===== src/rtl/spm_result_collector.sv =====
// Collects min/max pairs from the signal peak monitor, tags them with an interval
// index and peak-to-peak value, queues them and streams each as a 4-word frame.
module spm_result_collector #(
  parameter int DEPTH      = 4,
  parameter bit SIGNED_CMP = 1'b1
) (
  input  logic        clk,
  input  logic        reset,
  input  logic        enable,
  input  logic        clear,
  input  logic [15:0] spm_data,
  input  logic        spm_data_ready,
  output logic        spm_data_available,
  output logic [15:0] tx_data,
  output logic        tx_valid,
  input  logic        tx_ready,
  output logic        overflow
);

  localparam int AW = (DEPTH > 1) ? $clog2(DEPTH) : 1;
  localparam int CW = AW + 1;
  localparam logic [CW-1:0] FULL_COUNT = CW'(DEPTH);

  typedef struct packed {
    logic [15:0] idx;
    logic [15:0] mn;
    logic [15:0] mx;
    logic [15:0] p2p;
  } entry_t;

  typedef enum logic {IDLE, SEND} state_t;

  entry_t fifo_mem [DEPTH];

  state_t        state_reg, state_next;
  logic [1:0]    word_cnt_reg, word_cnt_next;
  logic [AW-1:0] wr_ptr_reg, wr_ptr_next;
  logic [AW-1:0] rd_ptr_reg, rd_ptr_next;
  logic [AW-1:0] rd_ptr_inc;
  logic [CW-1:0] count_reg, count_next;
  logic [15:0]   index_reg, index_next;
  logic          pair_sel_reg, pair_sel_next;
  logic [15:0]   min_l_reg, min_l_next;
  logic          overflow_reg, overflow_next;
  logic          avail_reg, avail_next;
  logic [15:0]   tx_data_reg, tx_data_next;
  logic          tx_valid_reg, tx_valid_next;
  entry_t        out_reg, out_next;

  logic          active;
  logic          pair_done;
  logic          tx_fire;
  logic          push;
  logic          pop;
  logic          drop;
  logic [15:0]   cmp_flip;
  logic [15:0]   cmp_a;
  logic [15:0]   cmp_b;
  logic [15:0]   p2p_value;
  entry_t        head_entry;
  entry_t        next_entry;
  entry_t        new_entry;

  function automatic logic [15:0] entry_word(input entry_t e, input logic [1:0] sel);
    case (sel)
      2'd0:    return e.idx;
      2'd1:    return e.mn;
      2'd2:    return e.mx;
      default: return e.p2p;
    endcase
  endfunction

  // Signed samples compare correctly as unsigned once the sign bit is flipped.
  always_comb begin
    cmp_flip  = SIGNED_CMP ? 16'h8000 : 16'h0000;
    cmp_a     = spm_data ^ cmp_flip;
    cmp_b     = min_l_reg ^ cmp_flip;
    p2p_value = (cmp_a >= cmp_b) ? (cmp_a - cmp_b) : 16'h0000;
  end

  assign rd_ptr_inc = rd_ptr_reg + AW'(1);
  assign head_entry = fifo_mem[rd_ptr_reg];
  assign next_entry = fifo_mem[rd_ptr_inc];
  assign new_entry  = '{idx: index_reg, mn: min_l_reg, mx: spm_data, p2p: p2p_value};

  assign active    = enable && !clear;
  assign pair_done = active && spm_data_ready && pair_sel_reg;
  assign tx_fire   = active && (state_reg == SEND) && tx_valid_reg && tx_ready;
  assign pop       = tx_fire && (word_cnt_reg == 2'd3);
  // A full FIFO still takes the new pair when the head leaves in the same cycle.
  assign push      = pair_done && ((count_reg != FULL_COUNT) || pop);
  assign drop      = pair_done && !push;

  // Capture side and FIFO bookkeeping
  always_comb begin
    index_next    = index_reg;
    pair_sel_next = pair_sel_reg;
    min_l_next    = min_l_reg;
    wr_ptr_next   = wr_ptr_reg;
    rd_ptr_next   = rd_ptr_reg;
    count_next    = count_reg;
    overflow_next = overflow_reg | drop;
    if (clear) begin
      index_next    = 16'h0000;
      pair_sel_next = 1'b0;
      wr_ptr_next   = '0;
      rd_ptr_next   = '0;
      count_next    = '0;
    end else if (enable) begin
      if (spm_data_ready) begin
        pair_sel_next = ~pair_sel_reg;
        if (!pair_sel_reg) begin
          min_l_next = spm_data;
        end else begin
          // Dropped pairs still consume an index so the host sees the gap.
          index_next = index_reg + 16'h0001;
        end
      end
      if (push) wr_ptr_next = wr_ptr_reg + AW'(1);
      if (pop)  rd_ptr_next = rd_ptr_inc;
      case ({push, pop})
        2'b10:   count_next = count_reg + CW'(1);
        2'b01:   count_next = count_reg - CW'(1);
        default: count_next = count_reg;
      endcase
    end
    avail_next = enable && (count_next < FULL_COUNT);
  end

  // Output framing FSM
  always_comb begin
    state_next    = state_reg;
    word_cnt_next = word_cnt_reg;
    out_next      = out_reg;
    tx_data_next  = tx_data_reg;
    tx_valid_next = tx_valid_reg;
    if (clear) begin
      state_next    = IDLE;
      word_cnt_next = 2'd0;
      tx_valid_next = 1'b0;
    end else if (enable) begin
      case (state_reg)
        IDLE: begin
          if (count_reg != '0) begin
            out_next      = head_entry;
            tx_data_next  = head_entry.idx;
            tx_valid_next = 1'b1;
            word_cnt_next = 2'd0;
            state_next    = SEND;
          end
        end
        SEND: begin
          if (tx_fire) begin
            if (word_cnt_reg == 2'd3) begin
              word_cnt_next = 2'd0;
              if (count_reg > CW'(1)) begin
                out_next     = next_entry;
                tx_data_next = next_entry.idx;
              end else begin
                tx_valid_next = 1'b0;
                state_next    = IDLE;
              end
            end else begin
              word_cnt_next = word_cnt_reg + 2'd1;
              tx_data_next  = entry_word(out_reg, word_cnt_reg + 2'd1);
            end
          end
        end
        default: state_next = IDLE;
      endcase
    end
  end

  always_ff @(posedge clk) begin
    if (reset) begin
      state_reg    <= IDLE;
      word_cnt_reg <= 2'd0;
      wr_ptr_reg   <= '0;
      rd_ptr_reg   <= '0;
      count_reg    <= '0;
      index_reg    <= 16'h0000;
      pair_sel_reg <= 1'b0;
      min_l_reg    <= 16'h0000;
      overflow_reg <= 1'b0;
      avail_reg    <= 1'b0;
      tx_data_reg  <= 16'h0000;
      tx_valid_reg <= 1'b0;
      out_reg      <= '0;
    end else begin
      state_reg    <= state_next;
      word_cnt_reg <= word_cnt_next;
      wr_ptr_reg   <= wr_ptr_next;
      rd_ptr_reg   <= rd_ptr_next;
      count_reg    <= count_next;
      index_reg    <= index_next;
      pair_sel_reg <= pair_sel_next;
      min_l_reg    <= min_l_next;
      overflow_reg <= overflow_next;
      avail_reg    <= avail_next;
      tx_data_reg  <= tx_data_next;
      tx_valid_reg <= tx_valid_next;
      out_reg      <= out_next;
    end
  end

  always_ff @(posedge clk) begin
    if (!reset && push) fifo_mem[wr_ptr_reg] <= new_entry;
  end

  assign spm_data_available = avail_reg;
  assign tx_data            = tx_data_reg;
  assign tx_valid           = tx_valid_reg;
  assign overflow           = overflow_reg;

endmodule


===== config.mk =====
export PLATFORM = sky130hd
export DESIGN_NAME = spm_result_collector
export DESIGN_NICKNAME = d
export VERILOG_FILES = /design/src/rtl/spm_result_collector.sv
export SDC_FILE = /design/constraint.sdc
export NUM_CORES = 1
export LEC_CHECK = 0
export CAP_MARGIN = 10
export CORE_ASPECT_RATIO = 2
export CORE_UTILIZATION = 46
export DETAILED_ROUTE_END_ITERATION = 16
export PLACE_DENSITY = 0.76
export RECOVER_POWER = 100
export SLEW_MARGIN = 20
export SYNTH_ARGS = -nofsm -noshare
export SYNTH_HDL_FRONTEND = slang
export SYNTH_SLANG_ARGS = --single-unit

===== constraint.sdc =====
create_clock -name clk -period 4.6 [get_ports clk]
set_input_delay 1.38 -clock clk [delete_from_list [all_inputs] [get_ports clk]]
set_output_delay 1.38 -clock clk [all_outputs]
set_load 0.02 [all_outputs]

Word-level counts from Yosys, hierarchy flattened. Memories as Yosys holds them, arrays and structs flattened. A register that Yosys moved wholly into a read port is not among the register bits. Cells that the tools add are included.

Memories: 1. Input bits: 22. Flip-flop bits (word level): 126. Memory bits (writable): 256.

Equality and inequality tests: 12. $lt $le $gt $ge: 3. Bitwise gates (word level): 6. Add/sub/neg operators: 7. Mux-type cells: 33. Reductions and logical operators: 27.

Memories: fifo_mem (words 4, bits a word 64, rd ports 2, clocked after memory_dff 1, write ports 1, RTL line 33) `entry_t fifo_mem [DEPTH];`.

Operators with widths (count): two-way mux 64 bit (4); one-hot mux 64 bit (2 select lines) (1); two-way mux 16 bit (5); one-hot mux 16 bit (3 select lines) (1); one-hot mux 16 bit (2 select lines) (1); adder 16 x 1 -> 16 bit (second input constant) (1); greater-or-equal comparator 16 bit (1); subtractor 16 bit (1); logical AND 1 bit (11); two-way mux 1 bit (10); two-way mux 2 bit (5); AND reduction 5 bit (2); adder 2 x 1 -> 2 bit (second input constant) (3); equality test 2 bit (second input constant) (3); two-way mux 3 bit (2); inequality test 2 x 1 -> 1 bit (second input constant) (3); one-hot mux 3 bit (2 select lines) (1); AND reduction 2 bit (3); AND reduction 3 bit (2); AND reduction 6 bit (1); NOT 1 bit (5); equality test 2 x 1 -> 1 bit (second input constant) (2); inequality test 2 bit (second input constant) (2); one-hot mux 1 bit (2 select lines) (2); 14 further kinds (16).

Longest topological paths before layout.
Word-level depth: 14. Gate-level depth with buffers: 11. Mapped depth without buffers: 10.

Least setup slack after synthesis. No wires, ideal clock.

Path type: input port to flip-flop. From: input port enable. To: memory fifo_mem[0][0] (netlist name), enable pin. Data arrival time: 4.106 ns. Setup slack: 0.065 ns. Library setup time: 0.429 ns. Cell stages on the path: 8. Buffers on the path: 1. Path through: buf_4 > and4b_1 > and3_4 > inv_2 > a311oi_2 > inv_2 > nor2_2 > and2_1.

Longest elaborated chain between the ends: 10. Elaborated cells on any way between the ends: 12. Those cells by class: mux (2); reduce/logical (10).

RTL lines: start: declaration (RTL line 9) `input logic enable,`; logical AND 1 bit * (RTL line 86) `assign active = enable && !clear;`; logical AND 1 bit (3 in a row) (RTL line 88) `assign tx_fire = active && (state_reg == SEND) && tx_valid_reg && tx_ready;`; logical AND 1 bit (RTL line 89) `assign pop = tx_fire && (word_cnt_reg == 2'd3);`; logical OR 1 bit (RTL line 91) `assign push = pair_done && ((count_reg != FULL_COUNT) || pop);`; logical AND 1 bit * (RTL line 91); logical AND 1 bit * (RTL line 207) `if (!reset && push) fifo_mem[wr_ptr_reg] <= new_entry;`; two-way mux 1 bit * (RTL line 207); two-way mux 1 bit (implied by the code) * (RTL line 207); end: declaration (RTL line 33).

Every way passes the cells marked *; elsewhere a longest branch is shown, timed or not.

Worst setup path after layout.
From: input port clear. To: memory fifo_mem[1][10] (netlist name), enable pin.

Longest elaborated chain between the ends: 11. Elaborated cells on any way between the ends: 13. Those cells by class: mux (2); reduce/logical (11).

RTL lines: start: declaration (RTL line 10) `input logic clear,`; zero test 1 bit * (RTL line 86); logical AND 1 bit * (RTL line 86); logical AND 1 bit (3 in a row) (RTL line 88); logical AND 1 bit (RTL line 89); logical OR 1 bit (RTL line 91); logical AND 1 bit * (RTL line 91); logical AND 1 bit * (RTL line 207); two-way mux 1 bit * (RTL line 207); two-way mux 1 bit (implied by the code) * (RTL line 207).

Marked as above.

==> out/metrics.cfg <==
[placed_design]
dp_hpwl_mm = 29.53
dp_slack_ps = 266.7
dpl.cell_count = 1781
port_buffers = 40
place_congestion = 0.8820

[global_route]
grt_max_degree = 129
track_usage = 0.2258
grt_pass1_vias = 11490
grt_overflow = 0
grt_first_pass_wirelength_mm = 67.52
antenna_found_initial = 0

[clock_tree]
ctsLongestPathBuffers = 3
numCtsBuffers = 34
ctsResizeCount = 0
postCtsSetupBuffers = 0
clk_pin_slew_ps = 60
clk-insertion-delay-late_ps = 540
hold_buffers = 0
cts_sinks = 384
cts_tree = built
cts_root_buffer = clkbuf_16
cts_max_level = 2

[synth]
yosys_most_used_dff = edfxtp_1
synth_xor_xnor_area_share = 0.01062
synth-seq-cells = 384
yosys.area_share.simple = 0.07725
syn_area_per_cell_um2 = 14.22
synth_compound_area_frac = 0.09814
synthTopCellsByArea = edfxtp_1 42%, mux4_2 16%, dfxtp_1 14%
ys_types = 64
synth_edf_count = 256
netlist_instances = 1276
synthAdderAreaFrac = 0.02317
yosys_warnings = 0
synth_mux_area_frac = 0.1942
synthArstFlopShare = 0
yosys.area.top_type = edfxtp_1
synth_seq_area_share = 0.5650
syn_nets = 1331
synth_top_family_by_area = multiplexers
syn_area_um2 = 18140
synth_top_area_frac = 0.4238

[pwr]
p_int_mw = 5.271
p_clk_frac = 0.414
power_frac_seq = 0.550
p_leak_nw = 6.122
switchingPower_mw = 1.435
switching_share = 0.2140
power.density_nw_per_um2 = 332.8
combPwrFrac = 0.036
ir_drop_mv = 0.1981

[status]
violations = capacitance limit, slew limit
status = finished with violations

[setup_path]
critical_path_class = in2reg
required_ps = 4820
startpoint_type = input port
cp-end-kind = register
startpoint = clear
worstPathArrival_ps = 4430
crit_path_max_fanout = 27
rr_startpoint = state_reg

[sta]
tightest_slew_ps = 1870
rsz0062_at_grt = no
period_needed_ps = 4205
slew_headroom = -0.2466
skew_ps = 16.49
tns_ps = 0
slew_violations = 88
fin_crit_sh = 0.9140
hold_viol_final = 0
setup_slack_ps = 395.5
setup_viol = 0
timing.fmax_ghz = 0.2378

[die]
num_rows = 102
die_area_um2 = 40280
initial_utilization = 0.4676
die_h_um = 282.8
ioPinCount = 41
coreArea_um2 = 38800
die_w_um = 142.4

[route]
drc_errors = 0
wire_per_inst_um = 23.89
dr.pass1.iters = 7
routed_via_density = 6.098
wirelength_mm = 44.06
vias = 11240
drtAntennaViolNets = 0
first_iter_violations = 857

[final_layout]
syn_to_final_growth_pct = 11.08
fin_cells = 1844
diodes = 0
drive_above_1_share = 0.1926
nets = 1353
largest_reg_flops = 256

[hold_path]
min_from = tx_data[4]
hp-class = reg2reg

[flow_run]
maxCapViolCount = 2

==> cell usage after synthesis (4+ instances only) <==
library cell,instances
a21oi_1,57
nor3_1,10
and2_1,6
mux4_2,128
o21ai_0,13
xor2_1,11
edfxtp_1,256
a211oi_1,17
dfxtp_1,128
nand3_1,10
o211ai_1,11
buf_2,20
nor3b_1,5
a311oi_1,17
nand2b_1,15
nor2_1,121
mux2i_1,64
buf_4,16
nor2b_1,20
a21o_1,6
and3_1,12
ha_1,32
a211oi_2,47
a31oi_1,6
nand2_1,77
inv_1,40
clkbuf_1,40
o311ai_1,5
nand4_1,4
buf_1,9
a222oi_1,16
xnor2_1,11
or3_1,4
==> metrics by stage <==
step	utilization	hold WS, ps	total power [mW]	cell area (µm²)
global placement	0.4944	444.5	4.006	19180
detailed placement	0.4944	446.2	4.014	19180
CTS	0.5220	454.6	6.748	20250
global route	0.5194	476.5	6.869	20150
floorplan	-	465.8	3.901	18140
finish	0.5194	448.9	6.706	20150
==> cells by family after synthesis <==
| kind of cell | count (synthesis) |
|---|---|
| xor+xnor | 22 |
| flops | 384 |
| fa+ha+maj | 33 |
| mux | 192 |
| buf+inv | 128 |
| compound gates | 216 |
| simple gates | 301 |
==> area by class of cell <==
class / count / area (µm²)
Sequential cell: 384 / 10260
Fill cell: 3224 / 18650
Timing Repair Buffer: 72 / 755.7
Multi-Input combinational cell: 764 / 7251
Clock buffer: 45 / 943.4
Clock inverter: 17 / 128.9
Inverter: 42 / 157.7
Tap cell: 520 / 650.6
==> worst paths after layout <==
| path | to | slack, ps | cells past startpoint |
|---|---|---|---|
| setup / recovery | fifo_mem[1][10] | 400 | 9 |
| hold / removal | tx_data[4] | 450 | 2 |
| setup reg to reg | fifo_mem[1][10] | 940 | 8 |
| hold reg to reg | tx_data[4] | 450 | 2 |
==> critical path, stage by stage <==
cell           delay (ps)
dlygate4sd3_1         640
and4b_1               340
and3_4                220
inv_1                  90
a311oi_1              630
inv_2                 130
nor2_1                300
and2_4                400
buf_12                250
==> placed cells by master, fill, tap and decap left out, types with 7 or more instances in the layout <==
cell	instances
a211oi_1	32
a211oi_2	32
a21oi_1	57
a222oi_1	16
a311oi_1	18
and3_1	12
buf_12	12
buf_4	12
clkbuf_1	12
clkbuf_16	34
clkinv_2	7
dfxtp_1	123
dlygate4sd3_1	37
edfxtp_1	256
ha_1	31
inv_1	41
mux2i_1	64
mux4_2	128
nand2_1	77
nand2b_1	15
nand3_1	10
nor2_1	122
nor2b_1	20
nor3_1	9
o211ai_1	11
o21ai_0	13
xnor2_1	11
xor2_1	11
==> power groups by stage <==
| stage | registers (mW) | logic, mW | clock network, mW |
|---|---|---|---|
| global placement | 3.76 | 0.243 | 0 |
| finish | 3.69 | 0.244 | 2.77 |
| CTS | 3.69 | 0.251 | 2.81 |
| floorplan | 3.76 | 0.141 | 0 |
| global route | 3.69 | 0.261 | 2.92 |
| detailed placement | 3.76 | 0.250 | 0 |
==> metal layers <==
metal  GRT usage  share of wire
met1      0.2433           0.34
met2      0.4279           0.56
met3     0.02379          0.047
met4      0.1202          0.051
met5           0              0
No activity file was read; power rests on OpenSTA's default activity.
